<file path="src/rtl/dmi_timeout_shim.sv">
// Single-outstanding DMI stage between the DTM and the debug module. Each request is
// registered toward the DM. A DM that stays silent too long gets a synthetic FAILED response.
module dmi_timeout_shim #(
    parameter int ADDR_BITS      = 7,
    parameter int TIMEOUT_CYCLES = 1024,
    parameter int CNT_BITS       = 16
) (
    input  logic                 i_clk,
    input  logic                 i_reset,
    input  logic                 i_dtm_req_valid,
    output logic                 o_dtm_req_ready,
    input  logic [ADDR_BITS-1:0] i_dtm_req_addr,
    input  logic [1:0]           i_dtm_req_op,
    input  logic [31:0]          i_dtm_req_data,
    output logic                 o_dtm_resp_valid,
    input  logic                 i_dtm_resp_ready,
    output logic [1:0]           o_dtm_resp_resp,
    output logic [31:0]          o_dtm_resp_data,
    output logic                 o_dm_req_valid,
    input  logic                 i_dm_req_ready,
    output logic [ADDR_BITS-1:0] o_dm_req_addr,
    output logic [1:0]           o_dm_req_op,
    output logic [31:0]          o_dm_req_data,
    input  logic                 i_dm_resp_valid,
    output logic                 o_dm_resp_ready,
    input  logic [1:0]           i_dm_resp_resp,
    input  logic [31:0]          i_dm_resp_data,
    output logic                 o_busy,
    output logic [CNT_BITS-1:0]  o_timeout_count
);
    localparam int WB = (TIMEOUT_CYCLES > 1) ? $clog2(TIMEOUT_CYCLES) : 1;

    typedef enum logic [1:0] {S_IDLE, S_ISSUE, S_WAIT, S_RESP} state_t;

    state_t                r_state, w_state_next;
    logic                  r_stale, w_stale_next;
    logic [WB-1:0]         r_wait_cnt, w_wait_cnt_next;
    logic [CNT_BITS-1:0]   r_timeout_count, w_timeout_count_next;
    logic                  r_dtm_req_ready, r_dm_resp_ready, r_busy;
    logic                  r_dm_req_valid, w_dm_req_valid_next;
    logic [ADDR_BITS-1:0]  r_dm_req_addr, w_dm_req_addr_next;
    logic [1:0]            r_dm_req_op, w_dm_req_op_next;
    logic [31:0]           r_dm_req_data, w_dm_req_data_next;
    logic                  r_dtm_resp_valid, w_dtm_resp_valid_next;
    logic [1:0]            r_dtm_resp_resp, w_dtm_resp_resp_next;
    logic [31:0]           r_dtm_resp_data, w_dtm_resp_data_next;
    logic                  w_req_fire, w_dm_resp_fire;

    assign w_req_fire     = i_dtm_req_valid & r_dtm_req_ready;
    assign w_dm_resp_fire = i_dm_resp_valid & r_dm_resp_ready;

    always_comb begin
        w_state_next          = r_state;
        w_stale_next          = r_stale;
        w_wait_cnt_next       = r_wait_cnt;
        w_timeout_count_next  = r_timeout_count;
        w_dm_req_valid_next   = r_dm_req_valid;
        w_dm_req_addr_next    = r_dm_req_addr;
        w_dm_req_op_next      = r_dm_req_op;
        w_dm_req_data_next    = r_dm_req_data;
        w_dtm_resp_valid_next = r_dtm_resp_valid;
        w_dtm_resp_resp_next  = r_dtm_resp_resp;
        w_dtm_resp_data_next  = r_dtm_resp_data;

        // A late beat from a timed-out request is swallowed whatever state we are in.
        if (r_stale && w_dm_resp_fire) begin
            w_stale_next = 1'b0;
        end

        case (r_state)
            S_IDLE: begin
                if (w_req_fire) begin
                    if (r_stale) begin
                        w_dtm_resp_valid_next = 1'b1;
                        w_dtm_resp_resp_next  = 2'd3;
                        w_dtm_resp_data_next  = 32'd0;
                        w_state_next          = S_RESP;
                    end else begin
                        w_dm_req_valid_next = 1'b1;
                        w_dm_req_addr_next  = i_dtm_req_addr;
                        w_dm_req_op_next    = i_dtm_req_op;
                        w_dm_req_data_next  = i_dtm_req_data;
                        w_state_next        = S_ISSUE;
                    end
                end
            end
            S_ISSUE: begin
                if (i_dm_req_ready) begin
                    w_dm_req_valid_next = 1'b0;
                    w_wait_cnt_next     = '0;
                    w_state_next        = S_WAIT;
                end
            end
            S_WAIT: begin
                w_wait_cnt_next = r_wait_cnt + 1'b1;
                if (w_dm_resp_fire) begin
                    w_dtm_resp_valid_next = 1'b1;
                    w_dtm_resp_resp_next  = i_dm_resp_resp;
                    w_dtm_resp_data_next  = i_dm_resp_data;
                    w_state_next          = S_RESP;
                end else if (TIMEOUT_CYCLES != 0 && r_wait_cnt == WB'(TIMEOUT_CYCLES - 1)) begin
                    w_dtm_resp_valid_next = 1'b1;
                    w_dtm_resp_resp_next  = 2'd2;
                    w_dtm_resp_data_next  = 32'd0;
                    w_stale_next          = 1'b1;
                    if (r_timeout_count != '1) begin
                        w_timeout_count_next = r_timeout_count + 1'b1;
                    end
                    w_state_next = S_RESP;
                end
            end
            S_RESP: begin
                if (i_dtm_resp_ready) begin
                    w_dtm_resp_valid_next = 1'b0;
                    w_state_next          = S_IDLE;
                end
            end
            default: w_state_next = S_IDLE;
        endcase
    end

    always_ff @(posedge i_clk or posedge i_reset) begin
        if (i_reset) begin
            r_state          <= S_IDLE;
            r_stale          <= 1'b0;
            r_wait_cnt       <= '0;
            r_timeout_count  <= '0;
            r_dtm_req_ready  <= 1'b0;
            r_dm_resp_ready  <= 1'b0;
            r_busy           <= 1'b0;
            r_dm_req_valid   <= 1'b0;
            r_dm_req_addr    <= '0;
            r_dm_req_op      <= 2'd0;
            r_dm_req_data    <= 32'd0;
            r_dtm_resp_valid <= 1'b0;
            r_dtm_resp_resp  <= 2'd0;
            r_dtm_resp_data  <= 32'd0;
        end else begin
            r_state          <= w_state_next;
            r_stale          <= w_stale_next;
            r_wait_cnt       <= w_wait_cnt_next;
            r_timeout_count  <= w_timeout_count_next;
            r_dtm_req_ready  <= (w_state_next == S_IDLE);
            r_dm_resp_ready  <= (w_state_next == S_WAIT) | w_stale_next;
            r_busy           <= (w_state_next != S_IDLE);
            r_dm_req_valid   <= w_dm_req_valid_next;
            r_dm_req_addr    <= w_dm_req_addr_next;
            r_dm_req_op      <= w_dm_req_op_next;
            r_dm_req_data    <= w_dm_req_data_next;
            r_dtm_resp_valid <= w_dtm_resp_valid_next;
            r_dtm_resp_resp  <= w_dtm_resp_resp_next;
            r_dtm_resp_data  <= w_dtm_resp_data_next;
        end
    end

    assign o_dtm_req_ready  = r_dtm_req_ready;
    assign o_dtm_resp_valid = r_dtm_resp_valid;
    assign o_dtm_resp_resp  = r_dtm_resp_resp;
    assign o_dtm_resp_data  = r_dtm_resp_data;
    assign o_dm_req_valid   = r_dm_req_valid;
    assign o_dm_req_addr    = r_dm_req_addr;
    assign o_dm_req_op      = r_dm_req_op;
    assign o_dm_req_data    = r_dm_req_data;
    assign o_dm_resp_ready  = r_dm_resp_ready;
    assign o_busy           = r_busy;
    assign o_timeout_count  = r_timeout_count;
endmodule

</file>
<file path="config.mk">
export PLATFORM = sky130hd
export DESIGN_NAME = dmi_timeout_shim
export DESIGN_NICKNAME = d
export VERILOG_FILES = /design/src/rtl/dmi_timeout_shim.sv
export SDC_FILE = /design/constraint.sdc
export NUM_CORES = 1
export LEC_CHECK = 0
export CAP_MARGIN = 20
export CORE_ASPECT_RATIO = 2
export CORE_MARGIN = 3
export CORE_UTILIZATION = 45
export DETAILED_ROUTE_END_ITERATION = 7
export GPL_ROUTABILITY_DRIVEN = 0
export PLACE_DENSITY = 0.82
export SYNTH_ARGS = -nofsm -noshare
export SYNTH_HDL_FRONTEND = slang
export SYNTH_SLANG_ARGS = --single-unit
</file>
<file path="constraint.sdc">
create_clock -name i_clk -period 4.6 [get_ports i_clk]
set_input_delay 0.69 -clock i_clk [delete_from_list [all_inputs] [get_ports i_clk]]
set_output_delay 0.69 -clock i_clk [all_outputs]
set_load 0.005 [all_outputs]
</file>
; Yosys cells after proc, flatten, opt, wreduce, memory -nomap -nowiden
; Index checks and enable logic that the tools add are counted.
[word_totals]
output_inout_bits = 96
memories = 0
rom_bits = 0
latchBits = 0
reg_bits = 109
mem_bits_rw = 0
in_bits = 81
[op_classes]
n_mul = 0
addsub = 2
n_reduce_logical = 14
eq_ne = 12
shifts = 0
div_mod_pow = 0
n_lt_le_gt_ge = 0
mux = 33
bitwise = 5
[op_table]
columns = op, n
row1 = 32-bit two-way mux, 4
row2 = 32-bit one-hot mux with 2 select lines, 1
row3 = 2-bit two-way mux, 10
row4 = 10-bit one-hot mux with 2 select lines, 1
row5 = 16-bit by 1-bit adder with 16-bit output (second input constant), 1
row6 = 16-bit != test (second input constant), 1
row7 = 1-bit two-way mux, 12
row8 = 4-bit AND reduction, 3
row9 = 10-bit by 1-bit adder with 10-bit output (second input constant), 1
row10 = 10-bit equality test (second input constant), 1
row11 = 10-bit two-way mux, 1
row12 = 2-bit != test (second input constant), 5
row13 = 2-bit one-hot mux with 4 select lines, 1
row14 = 2-bit nonzero test, 4
row15 = 2-bit equality test (second input constant), 3
row16 = 5-bit AND reduction, 1
row17 = 2-bit zero test, 2
row18 = 2-bit one-hot mux with 2 select lines, 1
row19 = 3-bit != test (second input constant), 1
row20 = 1-bit one-hot mux with 3 select lines, 1
row21 = 3-bit AND reduction, 1
row22 = 3-bit nonzero test, 1
row23 = 1-bit bitwise AND, 2
row24 = 2-bit by 1-bit equality test with 1-bit output (second input constant), 1
row25 = 5 further kinds, 6

; Depth between registers and ports, before layout
; Gate-level depths: netlist (run 1).
[logic_depth]
word_depth = 7
mapped_depth = 8
depth_no_buf = 7

; Least setup slack after synthesis (run 1)
; OpenSTA, ideal clock, no wires.
[synth_path]
kind = flip-flop to flip-flop
startpoint = reg r_state[1]
endpoint = reg r_busy, in the netlist o_busy
t_required_ns = 4.473
period_less_slack_ns = 1.901
arrival_ns = 1.773
stages_incl_launch_ff = 8
path_slack_ns = 2.699
n_path_buf = 1
setup_ns = 0.127
cell_sequence = dfrtp_1 inv_1 ha_1 buf_4 nand4b_1 o311a_1 or3_1 or2_2
[synth_via]
elab_chain_cells = 4
[synth_lines]
columns = element, line
row1 = from (decl), 35  ; state_t r_state, w_state_next;
row2 = from (signal assigned), 139  ; r_state <= w_state_next;
row3 = 2-bit two-way mux, 101  ; end else if (TIMEOUT_CYCLES != 0 && r_wait_cnt == WB'(TIMEOUT_CYCLES - 1)) begin
row4 = 2-bit two-way mux, 96  ; if (w_dm_resp_fire) begin
row5 = 2-bit one-hot mux with 4 select lines (*), 70  ; case (r_state)
row6 = named net w_state_next[1], 35
row7 = 2-bit nonzero test (*), 145  ; r_busy <= (w_state_next != S_IDLE);
row8 = to (signal assigned), 145
row9 = to (decl), 39  ; logic r_dtm_req_ready, r_dm_resp_ready, r_busy;
; The timed path passes the listed nets; every way through them passes the cells marked *.
; A chain may end at the register's enable or synchronous reset.

; Worst setup path after layout (run 1)
[layout_path]
startpoint = reg r_state[0]
endpoint = reg r_timeout_count[10], in the netlist o_timeout_count[10]
[layout_via]
elab_chain_cells = 2
[layout_lines]
columns = element, line
row1 = 2-bit equality test, 70
row2 = 4-bit AND reduction (no source line), --
row3 = to (signal assigned), 142  ; r_timeout_count <= w_timeout_count_next;
row4 = to (decl), 38  ; logic [CNT_BITS-1:0] r_timeout_count, w_timeout_count_next;
; No other way between the ends.

==> results of run 1 <==
-- worst max-delay path, cell delays in order (launching register included) --
cell      delay [ps]
dfrtp_1          420
inv_1            100
ha_1             450
a21boi_2         350
and4_1           440
and4_1           240
mux2_2           330
-- worst paths after layout --
check                                      end  slack, ps  depth (start not counted)
setup / recovery           o_timeout_count[10]       2150                          6
hold / removal                o_dtm_resp_valid        500                          1
setup reg to reg           o_timeout_count[10]       2150                          6
hold reg to reg               o_dtm_resp_valid        500                          1
max in group asynchronous  o_dtm_resp_data[28]       3020                          3
min in group asynchronous     o_dm_req_data[4]        740                          2
-- sequential cells by signal, summed over array words and instances (netlist names) --
signal            cells
o_dtm_resp_valid      1
o_dm_req_data        32
o_dtm_req_ready       1
o_dm_resp_ready       1
o_dtm_resp_resp       2
o_busy                1
r_wait_cnt           10
o_timeout_count      16
r_stale               1
o_dm_req_valid        1
o_dm_req_addr         7
r_state               2
o_dtm_resp_data      32
o_dm_req_op           2
-- power by group --
part           leakage, nW  internal [mW]  switching [mW]
clock network        0.153          0.478           0.344
registers             1.40           1.31           0.206
logic                 1.61           1.00           0.626
total                 3.16           2.78            1.18
-- cells in the mapped netlist, types with 2 or more instances --
master / number / area (um^2)
a21oi_1: 6 / 30.0
and2_1: 2 / 12.5
and3_1: 9 / 56.3
and4_1: 7 / 61.3
buf_6: 3 / 33.8
clkbuf_1: 11 / 41.3
dfrtp_1: 109 / 2730
ha_1: 6 / 75.1
inv_1: 38 / 143
mux2_2: 46 / 518
mux2i_1: 34 / 340
nand2_1: 51 / 191
nand2b_1: 3 / 18.8
nand3_1: 9 / 45.0
nand4_1: 6 / 37.5
nor2_1: 8 / 30.0
nor2b_1: 5 / 31.3
nor3_1: 5 / 25.0
o211ai_1: 7 / 52.6
o21ai_0: 4 / 20.0
o2bb2ai_1: 2 / 17.5
or3_1: 3 / 18.8
xnor2_1: 12 / 105
xor2_1: 5 / 43.8
-- cell type report --
cell class | instances | share of cell area
inverters | 38 | 0.0205
well taps | 137 | 0.0242
flip-flops and latches | 109 | 0.385
clock inverters | 6 | 0.0122
multi-input cells | 249 | 0.271
clock buffers | 10 | 0.0323
repair buffers | 180 | 0.255
-- routing by layer --
layer | global-route usage | share of wire | vias to the layer above
li1 | - | - | 1752
met3 | 0.0419 | 0.048 | 37
met2 | 0.372 | 0.56 | 142
met4 | 0.118 | 0.044 | 0
met5 | 0 | 0 | -
met1 | 0.223 | 0.35 | 1869
-- stage by stage --
step	setup slack (ps)	total power [mW]	util	cell area, um^2	instances
floorplan	1040	2.27	-	4890	413
global placement	1990	3.10	0.640	6750	712
detailed placement	1940	3.16	0.640	6750	712
CTS	2150	4.00	0.670	7070	728
global route	1990	4.20	0.673	7090	729
finish	2150	3.96	0.673	7090	729
-- cells by family after synthesis --
family                   after synthesis  synth area share
AND/OR/NAND/NOR                      114             0.120
flip-flops                           109             0.558
multiplexers                          80             0.176
buffers and inverters                 55            0.0481
AO/OA/AOI/OAI                         32            0.0527
XOR/XNOR                              17            0.0305
adder cells (fa/ha/maj)                6            0.0154
==> results by group, run 1 <==
Critical path
  • WP data required: 4830 ps
  • Worst setup path start: r_state[0]
  • Crit. End Element: register
  • Critical path class: register to register
  • WP data arrival: 2670 ps
  • Critical path fanouts, max: 14
  • Reg-to-reg startpoint: r_state[0]
  • Critical Path Start Type: register

Drt
  • Vias after detailed routing: 3800
  • Routed wire length: 12.3 mm
  • DRC: 0
  • Vias/cell: 5.21
  • DR WL/cell: 16.9 um
  • Antenna viol nets, final: 0
  • Initial DRC count: 172
  • Drt pass-1 iters: 4

Global route
  • First-pass GRT wire length: 19.9 mm
  • GRT Total Usage: 0.209
  • Pin count of the biggest net entering global routing: 45
  • Vias in the first global route: 4010
  • Grt ovf: 0
  • Initial antenna violation count: 0

Cells and area
  • Layout fillers: 788
  • Commonest cells after routing, fill and taps aside: 176 x clkdlybuf4s50_1, 109 x dfrtp_1, 51 x nand2_1
  • Most common cell after layout, fill and taps aside: clkdlybuf4s50_1
  • # nets final: ~670
  • Inserted Diodes: 0
  • Storage cell area: 0.00273 mm^2
  • Area Overhead vs Synth: 45.1%
  • Area of the multi-input gates: between 0.0015 and 0.002 mm^2
  • Share of cells above drive strength 1: 0.123

Floorplanning
  • Die height: 153 um
  • Die Wd: 79.7 um
  • Starting density of the core: 0.464
  • Core Area: 0.0105 mm^2
  • Die ar.: approximately 0.012 mm^2
  • Io pins: 177
  • Row count: 53

Yosys
  • Synth async-reset ratio: 1.00
  • Synth warn: 0
  • Post-Syn Area per Cell: about 12 um^2
  • Unique masters post-synth: 46
  • Syn Std Cell Area: 0.00489 mm^2
  • EDFF count, synth: 0
  • Main flop type after synthesis: dfrtp_1
  • Syn_nets: 500
  • Cells after synthesis: ~410
  • Yosys reg bits: 109
  • Register area share after synthesis: 0.558

Placed design
  • Post-DP HPWL: 9.25 mm
  • PortBufs: 176

Clocking
  • Hold Buf Count CTS: 0
  • Postcts setup bufs: 0
  • Clock Pin Slew Worst Setup and Hold Paths: around 70 ps
  • # H-tree levels: 3
  • Sink Count: 109
  • Max Root-Sink Buffers: 2
  • CTS tree: yes
  • Post-cts repair resize count: 0
  • CTS buffer count: 9
  • Latest clock arrival within the worst-skew pair: 340 ps
  • Root Buffer: clkbuf_16

STA
  • Period utilisation layout: 0.532
  • Tmin final: 2450 ps
  • Clock skew: approximately 9 ps
  • Hold WS: 499 ps
  • Max-slew violations: 0
  • Slew @ Worst Pin: about 570 ps
  • Final Setup Violations: 0
  • Sum Neg Setup Slack: 0 ps
  • Rel. slew slack: 0.617
  • Fin. Hold Viols: 0
  • RSZ-0062 raised after global routing: no
  • Max frequency: about 410 MHz

Power and ir drop
  • Lkg Pwr: 3.16 nW
  • Pwr dens: ~560 mW/mm^2
  • Peak VDD IR: about 0.00034 V

Status
  • Status: completed

Job
  • Max cap viols: 0

Worst hold path
  • Worst hold path type: register to register
  • Hold Crit Start: o_dtm_resp_valid
(Power assumes the default switching activity.)
==> inputs of run 2 (changes only) <==
Clock period 4.6 ns to 2.4 ns, I/O delays scaled along.
==> run 2 against run 1 <==
Sequential power is 91% higher. Clock skew is 6.5 ps higher. Setup slack worse by 2000 ps. First-iteration DRC count is 23% higher. Global-route usage is 0.96 points higher. Clock power is 84% higher. Non-clock buffer count is 5 higher. Critical path depth stayed put. Flip-flop and latch count stayed put. Clock-buffer cell count is 1 lower. Largest power group unchanged.
==> results by group, run 2 (synthesized netlist as in run 1, its figures left out) <==
Status
  • Status: completed

Critical path
  • WP data arrival: 2470 ps
  • Critical Path Start Type: register
  • R2r worst-path depth: 6
  • Worst setup path start: r_state[1]
  • Crit. End Element: register
  • Reg-to-reg startpoint: r_state[1]
  • Critical path class: register to register
  • R2r setup slk: 150 ps
  • Worst-path cell chain: inv_1 > ha_1 > nor2b_1 > a41o_1 > or3_1 > or2_2
  • Critical path fanouts, max: 10
  • Critical Path Sink: o_busy
  • FF-to-FF End: o_busy
  • Stages on the worst setup path: 6
  • Critical path's top delay family: simple AND/OR/NAND/NOR gates
  • WP data required: 2620 ps
  • Number of buffer and inverter stages on the critical path: 1
  • CP max-delay cell: or3_1
  • CP max stage delay: 460 ps

Drt
  • Drt pass-1 iters: 4
  • Initial DRC count: 212
  • DRT met1 WL: roughly 4.2 mm
  • Antenna viol nets, final: 0
  • Vias/cell: 5.21
  • Routed wire length: 12.7 mm
  • DR WL/cell: 17.3 um
  • DRC: 0
  • Metal2 WL: 7.21 mm
  • Vias after detailed routing: 3824
  • DR top layer: met4
  • Routed wl met3: ~840 um

Cells and area
  • Area Overhead vs Synth: 45.8%
  • Commonest cells after routing, fill and taps aside: 176 x clkdlybuf4s50_1, 109 x dfrtp_1, 51 x nand2_1
  • Most common cell after layout, fill and taps aside: clkdlybuf4s50_1
  • Inserted Diodes: 0
  • # nets final: 679
  • Share of cells above drive strength 1: 0.132

STA
  • Max-slew violations: 0
  • Tmin final: approximately 2200 ps
  • Period utilisation layout: 0.937
  • Sum Neg Setup Slack: 0 ps
  • Slew @ Worst Pin: 608 ps
  • Clock skew: 15.3 ps
  • Setup WS post-layout: 151 ps
  • Final Setup Violations: 0
  • Rel. slew slack: 0.594
  • Max frequency: 445 MHz
  • RSZ-0062 raised after global routing: no
  • Fin. Hold Viols: 0

Global route
  • GRT Total Usage: 0.219
  • First-pass GRT wire length: 20.7 mm
  • Vias in the first global route: between 4000 and 5000
  • Initial antenna violation count: 0
  • Grt ovf: 0
  • Pin count of the biggest net entering global routing: 63

Floorplanning
  • Io pins: roughly 180
  • Starting density of the core: 0.464
  • Row count: 53
  • Die Wd: 79.7 um
  • Die height: around 150 um
  • Core Area: 0.0105 mm^2
  • Die ar.: between 0.01 and 0.015 mm^2

Placed design
  • Pre-CTS setup slack: approximately 180 ps
  • Post-DP HPWL: 9.59 mm
  • PortBufs: 176

Clocking
  • Hold Buf Count CTS: 0
  • Max Root-Sink Buffers: 2
  • Latest clock arrival within the worst-skew pair: roughly 350 ps
  • Post-cts repair resize count: 0
  • Clock Pin Slew Worst Setup and Hold Paths: roughly 70 ps
  • Postcts setup bufs: 0
  • # H-tree levels: 3
  • Sink Count: 109
  • Root Buffer: clkbuf_16
  • CTS tree: yes
  • CTS buffer count: 9

Worst hold path
  • Worst hold path type: input pin to asynchronous set/reset pin

Power and ir drop
  • Pwr Total: ~7.6 mW
  • Peak VDD IR: between 0.0007 and 0.0008 V
  • Lkg Pwr: about 3.2 nW
  • Pwr dens: 1070 mW/mm^2

Job
  • Max cap viols: 0
==> run 2: cell count changes in the layout (fill, tap and decap cells not counted) <==
cell	delta
clkbuf_1	-1
inv_6	+3
inv_4	-1
clkinvlp_4	+1
clkbuf_16	-1
clkinv_2	-1
buf_12	+2
bufinv_16	-1
buf_4	+4
==> run 2: how the worst min path moves through the flow <==
stage / from / to / depth (start not counted)
2_1_floorplan: r_wait_cnt[0] / r_wait_cnt[0] / 1
3_5_place_dp: o_dtm_resp_valid / o_dtm_resp_valid / 1
3_3_place_gp: o_dtm_resp_valid / o_dtm_resp_valid / 1
4_1_cts: i_reset / o_dtm_resp_data[15] / 3
5_1_grt: i_reset / o_dm_req_data[12] / 3
6_report: i_reset / o_dm_req_data[12] / 3
==> run 2: final cells by class <==
cell class | instances | area, um^2
clock buffers | 9 | 225
clock inverters | 7 | 77.6
fillers | 793 | 3420
inverters | 38 | 146
multi-input cells | 249 | 1920
flip-flops and latches | 109 | 2730
well taps | 137 | 171
repair buffers | 185 | 1850
==> run 2: routing by layer <==
| metal | up-vias | global-route usage |
|---|---|---|
| met5 | - | 0 |
| met4 | 0 | 0.101 |
| met3 | 31 | 0.0672 |
| met2 | 137 | 0.396 |
| met1 | 1888 | 0.221 |
| li1 | 1768 | - |
==> run 2: worst reg2reg max path: stages (launching register included) <==
cell	delay, ps
dfrtp_1	440
inv_1	110
ha_1	350
nor2b_1	140
a41o_1	330
or3_1	460
or2_2	300
==> run 2: metrics by stage <==
stage          area (um^2)  utilization  std cells  hold slack [ps]
2_1_floorplan         4890            -        413              478
3_3_place_gp          6820        0.647        718              481
3_5_place_dp          6820        0.647        718              478
4_1_cts               7130        0.676        734              472
5_1_grt               7130        0.676        734              501
6_report              7130        0.676        734              462
==> run 2: power by group <==
group / internal [mW] / switching [mW] / total [mW]
clock: 0.823 / 0.690 / 1.51
sequential: 2.50 / 0.385 / 2.89
combinational: 1.96 / 1.24 / 3.20
total: 5.28 / 2.31 / 7.59
==> inputs of run 3 (changes only) <==
Settings changed: PLACE_DENSITY 0.82 to not set, PLACE_DENSITY_LB_ADDON set to 0.3.
==> run 3 against run 2 <==
Power shrank 0.47%. Global-route usage shrank 0.39 points. Clock skew shrank 7.2 ps. Register-to-register slack gained 20 ps. Design area grew 0.32%. Sequential share of layout area shrank 0.12 points.
==> results by group, run 3 (synthesized netlist as in run 1, its figures left out) <==
Cells and area
  • Inserted Diodes: 0
  • # nets final: slightly below 700
  • Post-route cell area: between 0.007 and 0.008 mm^2
  • Share of cells above drive strength 1: 0.135
  • Most common cell after layout, fill and taps aside: clkdlybuf4s50_1
  • Area Overhead vs Synth: 46.3%
  • Layout fillers: between 800 and 900
  • Commonest cells after routing, fill and taps aside: 176 x clkdlybuf4s50_1, 109 x dfrtp_1, 51 x nand2_1

Critical path
  • Critical Path Start Type: register
  • Critical path class: register to register
  • Critical path fanouts, max: 7
  • Crit. End Element: register
  • WP data arrival: 2460 ps
  • WP data required: 2630 ps

Drt
  • Antenna viol nets, final: 0
  • DRC: 0
  • Initial DRC count: 225
  • Drt pass-1 iters: 4
  • Vias/cell: 5.15
  • Routed wire length: roughly 12 mm
  • Vias after detailed routing: 3791
  • DR WL/cell: about 17 um

Clocking
  • Post-cts repair resize count: 0
  • Postcts setup bufs: 0
  • # H-tree levels: 3
  • Clock Pin Slew Worst Setup and Hold Paths: about 70 ps
  • Max Root-Sink Buffers: 2
  • Root Buffer: clkbuf_16
  • Latest clock arrival within the worst-skew pair: 350 ps
  • CTS buffer count: 9
  • Hold Buf Count CTS: 0
  • Sink Count: 109
  • CTS tree: yes

Global route
  • Grt ovf: 0
  • GRT Total Usage: 0.215
  • Vias in the first global route: 4096
  • Initial antenna violation count: 0
  • Pin count of the biggest net entering global routing: 63
  • First-pass GRT wire length: ~20 mm

STA
  • Clock skew: 8.08 ps
  • RSZ-0062 raised after global routing: no
  • Max-slew violations: 0
  • Sum Neg Setup Slack: 0 ps
  • Rel. slew slack: 0.564
  • Fin. Hold Viols: 0
  • Max frequency: 448 MHz
  • Slew @ Worst Pin: 635 ps
  • Tmin final: 2230 ps
  • Period utilisation layout: 0.931
  • Final Setup Violations: 0

Placed design
  • PortBufs: about 180
  • Post-DP HPWL: approximately 9.2 mm
  • Placed Instance Area: 0.00686 mm^2

Floorplanning
  • Io pins: 177
  • Row count: 53
  • Starting density of the core: 0.464
  • Core Area: approximately 0.011 mm^2
  • Die height: 153 um
  • Die ar.: ~0.012 mm^2
  • Die Wd: 79.7 um

Worst hold path
  • Worst hold path type: input pin to asynchronous set/reset pin

Job
  • Max cap viols: 0

Power and ir drop
  • Lkg Pwr: 3.19 nW
  • Pwr dens: about 1100 mW/mm^2
  • Peak VDD IR: 0.000633 V

Status
  • Status: completed
run 3: changes by cell type in the layout (fill, tap and decap cells not counted):
cell / previous run / this run
inv_6: 4 / 2
clkbuf_8: 0 / 1
buf_12: 2 / 4
clkinv_4: 0 / 1
bufinv_16: 1 / 0
clkinvlp_4: 2 / 3
run 3: worst max-delay path, stage by stage, from the launching register on:
cell and delay (ps):
dfrtp_1 420, inv_1 110, ha_1 290, a21boi_2 340, nand4_1 280, or3b_2 540, xnor2_1 130
run 3: routing by layer:
layer	GRT usage	wire length, um
met5	0	0
met3	0.0537	730
met4	0.0721	252
met1	0.237	4270
met2	0.391	7080
run 3: final timing paths:
path / start / end / slack, ps / cells past startpoint
min in group i_clk: o_dm_req_data[24] / o_dm_req_data[24] / 500 / 1
worst max-delay path: r_state[0] / o_timeout_count[11] / 170 / 6
worst max register to register: r_state[0] / o_timeout_count[11] / 170 / 6
max in group asynchronous: i_reset / r_wait_cnt[7] / 1420 / 3
worst min-delay path: i_reset / o_dm_req_data[6] / 440 / 3
worst min register to register: o_dm_req_data[24] / o_dm_req_data[24] / 500 / 1
run 3: cell type report:
cell class                 count  area (um^2)  share of cell area
sequential                   109         2730               0.382
multi-input combinational    249         1920               0.269
timing repair buffer         187         1890               0.265
clock buffer                  10          239              0.0334
tap                          137          171              0.0240
inverter                      38          146              0.0205
clock inverter                 6         46.3             0.00648
run 3: metrics by stage:
step                hold slack, ps   util  std cells  worst slack (ps)  total power, mW
CTS                            473  0.678        736               196             7.64
detailed placement             492  0.651        720               154             6.17
floorplan                      478      -        413               499             4.36
global route                   498  0.678        736              39.8             8.04
finish                         444  0.678        736               166             7.56
global placement               487  0.651        720               194             6.05
run 3: where the power goes:
part	switching [mW]	internal, mW
clock network	0.689	0.741
logic	1.23	2.00
registers	0.401	2.50
